## src/rtl/dino_jump_ctrl.sv

```systemverilog
// Dinosaur jump controller: integer jump physics on a divided tick plus posture.
// Optional fast fall while ducking is enabled by defining DINO_FAST_FALL_EN.
module dino_jump_ctrl #(
    parameter int GROUND   = 298,
    parameter int JUMP_VEL = 12,
    parameter int GRAVITY  = 1,
    parameter int TICK_DIV = 1000000
) (
    input  logic       clk,
    input  logic       rst,
    input  logic       jump_key,
    input  logic       duck_key,
    input  logic [1:0] game_state,
    output logic [9:0] pos,
    output logic       dino_behavior,
    output logic       airborne,
    output logic       land_pulse,
    output logic [1:0] dbg_state
);

    typedef enum logic [1:0] {
        ST_GROUND  = 2'd0,
        ST_RISING  = 2'd1,
        ST_FALLING = 2'd2
    } state_t;

    localparam logic [1:0] GS_INIT  = 2'd0;
    localparam logic [1:0] GS_END   = 2'd2;
    localparam logic [1:0] GS_RESET = 2'd3;

    localparam int            CW        = $clog2(TICK_DIV);
    localparam logic [CW-1:0] TICK_LAST = CW'(TICK_DIV - 1);
    localparam logic [9:0]    GND       = 10'(GROUND);
    localparam logic [6:0]    VJUMP     = 7'(JUMP_VEL);
    localparam logic [6:0]    GRV       = 7'(GRAVITY);

    logic [CW-1:0] r_cnt;
    state_t        r_state;
    logic [9:0]    r_pos;
    logic [6:0]    r_vel;
    logic          r_key_q;
    logic          r_jump_pend;
    logic          r_behav;
    logic          r_airborne;
    logic          r_land_pulse;

    logic          w_tick;
    logic          w_soft_rst;
    logic          w_start;
    logic          w_key_edge;
    logic          w_launch;
    logic [7:0]    w_g;
    logic [7:0]    w_vsum;
    logic [6:0]    w_vsat;
    logic [10:0]   w_pos_sum;
    logic [9:0]    w_rise_pos;

    assign w_tick     = (r_cnt == TICK_LAST);
    assign w_soft_rst = rst || (game_state == GS_RESET);
    assign w_start    = (game_state != GS_INIT) && (game_state != GS_END);
    assign w_key_edge = w_start && jump_key && !r_key_q;
    assign w_launch   = w_start && w_tick && (r_state == ST_GROUND) && r_jump_pend;

`ifdef DINO_FAST_FALL_EN
    assign w_g = duck_key ? 8'(2 * GRAVITY) : {1'b0, GRV};
`else
    assign w_g = {1'b0, GRV};
`endif

    // Landing test uses the unsaturated velocity; only the stored copy saturates.
    assign w_vsum     = {1'b0, r_vel} + w_g;
    assign w_vsat     = w_vsum[7] ? 7'h7f : w_vsum[6:0];
    assign w_pos_sum  = {1'b0, r_pos} + {3'b000, w_vsum};
    assign w_rise_pos = ({3'b000, r_vel} > r_pos) ? 10'd0 : (r_pos - {3'b000, r_vel});

    // The tick counter only answers to rst, never to the RESET game state.
    always_ff @(posedge clk) begin
        if (rst) begin
            r_cnt <= '0;
        end else if (w_tick) begin
            r_cnt <= '0;
        end else begin
            r_cnt <= r_cnt + 1'b1;
        end
    end

    always_ff @(posedge clk) begin
        if (w_soft_rst) begin
            r_state      <= ST_GROUND;
            r_pos        <= GND;
            r_vel        <= '0;
            r_key_q      <= 1'b0;
            r_jump_pend  <= 1'b0;
            r_behav      <= 1'b1;
            r_airborne   <= 1'b0;
            r_land_pulse <= 1'b0;
        end else begin
            r_key_q      <= jump_key;
            r_land_pulse <= 1'b0;
            case (game_state)
                GS_INIT: begin
                    r_state     <= ST_GROUND;
                    r_pos       <= GND;
                    r_vel       <= '0;
                    r_jump_pend <= 1'b0;
                    r_behav     <= 1'b1;
                    r_airborne  <= 1'b0;
                end
                GS_END: begin
                    if (w_tick) begin
                        r_jump_pend <= 1'b0;
                    end
                end
                default: begin
                    // An edge arriving on a tick is kept for the following tick.
                    if (w_tick) begin
                        r_jump_pend <= w_key_edge;
                    end else begin
                        r_jump_pend <= r_jump_pend | w_key_edge;
                    end
                    r_behav <= !((r_state == ST_GROUND) && duck_key && !w_launch);
                    if (w_tick) begin
                        case (r_state)
                            ST_GROUND: begin
                                if (r_jump_pend) begin
                                    r_state    <= ST_RISING;
                                    r_vel      <= VJUMP;
                                    r_airborne <= 1'b1;
                                end
                            end
                            ST_RISING: begin
                                r_pos <= w_rise_pos;
                                if (r_vel <= GRV) begin
                                    r_vel   <= '0;
                                    r_state <= ST_FALLING;
                                end else begin
                                    r_vel <= r_vel - GRV;
                                end
                            end
                            ST_FALLING: begin
                                if (w_pos_sum >= {1'b0, GND}) begin
                                    r_pos        <= GND;
                                    r_vel        <= '0;
                                    r_state      <= ST_GROUND;
                                    r_airborne   <= 1'b0;
                                    r_land_pulse <= 1'b1;
                                end else begin
                                    r_pos <= w_pos_sum[9:0];
                                    r_vel <= w_vsat;
                                end
                            end
                            default: begin
                                r_state <= ST_GROUND;
                            end
                        endcase
                    end
                end
            endcase
        end
    end

    assign pos           = r_pos;
    assign dino_behavior = r_behav;
    assign airborne      = r_airborne;
    assign land_pulse    = r_land_pulse;
    assign dbg_state     = r_state;

endmodule

```

## config.mk

```make
export PLATFORM = sky130hd
export DESIGN_NAME = dino_jump_ctrl
export DESIGN_NICKNAME = d
export VERILOG_FILES = /design/src/rtl/dino_jump_ctrl.sv
export SDC_FILE = /design/constraint.sdc
export NUM_CORES = 1
export LEC_CHECK = 0
export CAP_MARGIN = 0
export CORE_ASPECT_RATIO = 0.6
export CORE_MARGIN = 3
export CORE_UTILIZATION = 47
export DETAILED_ROUTE_END_ITERATION = 8
export PLACE_DENSITY_LB_ADDON = 0.12
export SLEW_MARGIN = 20
export SYNTH_ARGS = -nofsm -noshare
export SYNTH_HDL_FRONTEND = slang
export SYNTH_SLANG_ARGS = --single-unit
export TNS_END_PERCENT = 5
```

## constraint.sdc

```tcl
create_clock -name clk -period 4.8 [get_ports clk]
set_input_delay 0.48 -clock clk [delete_from_list [all_inputs] [get_ports clk]]
set_output_delay 0.48 -clock clk [all_outputs]
set_load 0.005 [all_outputs]
```

==> flow_metrics.tcl <==
set metrics [dict create \
    drive_above_1_share_pct 5.56 \
    synth_compound_area_share_pct 25.7 \
    wl_um 9720 \
    seqCellArea_um2 881 \
    rows 23 \
    post-cts-setup-buffers 0 \
    path_class "reg2reg" \
    final.min_clock_period_ns 3.82 \
    cts_tree "done" \
    syn_area_per_cell_um2 7.96 \
    grt_pass1_wl_um 15800 \
    synth_top_family_by_area "compound AO/OA/AOI/OAI gates" \
    global_route.usage.total_pct 24.6 \
    drtPass1Iterations 6 \
    p_sw_uw 196 \
    core-area_um2 6760 \
    setup_tns_ns 0 \
    synth_edf_count 0 \
    finalHoldViolCount 0 \
    cts_sinks 44 \
    port_buffers 20 \
    synthCells 417 \
    fin_util_pct 55.3 \
    critPathCaptureType "flop" \
    outcome "complete, no violations" \
    antenna_found_initial 0 \
    ctsResizeCount 0 \
    internal_power_uw 602 \
    initial_core_util_pct 49.1 \
    synth_area_um2 3320 \
    ios 21 \
    synthArstFlopShare_pct 0 \
    hold_buffers 0 \
    post-route-period-util_pct 79.5 \
    finClkSkew_ns 0.00493 \
    ys_seq_area_share_pct 26.5 \
    grt_overflow 0 \
    insertion_delay_ns 0.29 \
    synth_fa_ha_area_share_pct 9.87 \
    area_growth_pct 12.6 \
    holdCritPathClass "reg2reg" \
    combPwrFrac_pct 8.3 \
    clk_pin_slew_worst_paths_ns 0.07 \
    synthSimpleGateAreaFrac_pct 25.4 \
    cts.path.max_buffers 2 \
    multiInputGateArea_um2 2320 \
    cap_viol_max_count 0 \
    drt_iter0_drc 400 \
    dieArea_um2 8140 \
    yosys_warnings 0 \
    wl_per_cell_um 18.7 \
    start_kind "flop" \
    synthMuxAreaShare_pct 0.603 \
    cts_made_buffers 5 \
    yosysUniqueCellTypes 64 \
    drc 0 \
    synth_nets 448 \
    die_w_um 115 \
    slew_violations 0 \
    place_hpwl_um 7520 \
    ys.flop_type "dfxtp_1" \
    slew_headroom_pct 40.5 \
    required_ns 4.94 \
    die_y_um 71.1 \
    rsz0062_at_grt "no" \
    place_congestion 0.956 \
    htree_levels 2 \
    nNetsFinal 462 \
    seqPwrFrac_pct 47.0 \
    p_clk_share_pct 44.7 \
    setup_violations 0 \
    grt_max_degree 20 \
    grt_pass1_vias 2852 \
    viasPerCell 6.30 \
    fill_cells 626 \
    vias 3269 \
    synth-xor-area-share_pct 7.65 \
    ant_nets 0 \
    powerDensity_nw_per_um2 214 \
    ir_drop_v 0.000178 \
    leakagePower_uw 0.00135 \
    num_antenna_cells 0 \
    worstPathMaxFanout 8 \
    fmax_mhz 262 \
    tightest_slew_ns 0.889 \
    layout.cells.most_common "nor2_1" \
    sw_frac_of_total_pct 24.6 \
    ys_ff_latch 44 \
    cp.arrival_ns 3.96 \
    clk_root_buffer_cell "clkbuf_16" \
    final_cell_mix "50 x nor2_1, 44 x dfxtp_1, 29 x nand2_1, 29 x a21oi_1, 24 x o21ai_0" \
]
## power by group through the flow
stage               combinational (uW)  sequential [uW]  clock [uW]
floorplan                         44.1              382           0
global placement                  63.8              383           0
detailed placement                64.3              383           0
CTS                               64.6              375         362
global route                      73.0              376         377
finish                            66.5              375         357
## registers in the layout, indices dropped and copies added, names as in the netlist, 2 cells and up
name / cells
dbg_state: 2
r_vel: 7
r_cnt: 20
pos: 10
## layout make-up
type	count	share of cell area, %
Clock buffer	6	3.71
Clock inverter	2	0.401
Inverter	19	1.91
Multi-Input combinational cell	340	62.0
Sequential cell	44	23.6
Tap cell	87	2.91
Timing Repair Buffer	21	5.55
## cell usage after synthesis, types with 3 or more instances
| cell | count | share of area [%] |
|---|---|---|
| o21a_1 | 6 | 1.4 |
| nand3_1 | 12 | 1.8 |
| nor2_1 | 50 | 5.7 |
| or3_1 | 4 | 0.75 |
| nand2b_1 | 6 | 1.1 |
| a21o_1 | 6 | 1.4 |
| and2_1 | 7 | 1.3 |
| inv_1 | 18 | 2.0 |
| nor3_1 | 10 | 1.5 |
| or2_2 | 7 | 1.3 |
| nand4_1 | 8 | 1.5 |
| ha_1 | 23 | 8.7 |
| nand2_1 | 29 | 3.3 |
| a211oi_1 | 9 | 2.0 |
| clkbuf_1 | 8 | 0.90 |
| and3_1 | 8 | 1.5 |
| a31oi_1 | 3 | 0.57 |
| o2111a_1 | 4 | 1.4 |
| dfxtp_1 | 44 | 27 |
| o211ai_1 | 5 | 1.1 |
| o21ai_0 | 24 | 3.6 |
| nor3b_1 | 4 | 0.90 |
| o22ai_1 | 6 | 1.1 |
| xnor2_1 | 16 | 4.2 |
| xor2_1 | 13 | 3.4 |
| o221ai_1 | 5 | 1.3 |
| a21oi_1 | 29 | 4.4 |
## logic make-up after synthesis
family                     Yosys count
and+or+nand+nor                    160
xor gates and xnor gates            29
DFF                                 44
muxes                                2
AOI/OAI and AO/OA                  124
adders and majority gates           25
buffers and inverters               33
## worst max-delay path, stage by stage, from the launching register on
cell and delay (ns):
dfxtp_1 0.49, inv_1 0.17, nor3_1 0.38, nand2_1 0.13, nor2_1 0.47, ha_1 0.39
o21a_1 0.13, nor2_1 0.19, o21ai_0 0.25, and2_1 0.26, a2111oi_0 0.68, o21ai_0 0.14
## metal layers
| layer | up-vias | part of all wire [%] | global-route usage [%] |
|---|---|---|---|
| li1 | 1563 | - | - |
| met1 | 1525 | 52 | 41.2 |
| met2 | 176 | 36 | 30.4 |
| met3 | 5 | 12 | 7.35 |
| met4 | 0 | 0.32 | 2.77 |
| met5 | - | 0 | 0 |
## path summary, 6_finish.rpt
kind | start | to | slack [ns] | cells after the start
worst max register to register | r_vel[2] | pos[5] | 0.98 | 11
worst max-delay path | r_vel[2] | pos[5] | 0.98 | 11
worst min register to register | r_cnt[0] | r_cnt[0] | 0.50 | 1
worst min-delay path | r_cnt[0] | r_cnt[0] | 0.50 | 1
## metrics by stage
step	cells	hold slack [ns]	cell area (um^2)	setup slack [ns]	power (uW)
after floorplan	417	0.437	3320	1.76	426
after global placement	511	0.457	3570	1.15	447
after detailed placement	511	0.492	3570	1.19	448
after CTS	519	0.503	3730	1.16	802
after global routing	519	0.524	3740	0.722	826
final	519	0.495	3740	0.982	798
Note: power is estimated with default switching activity, not from simulation.
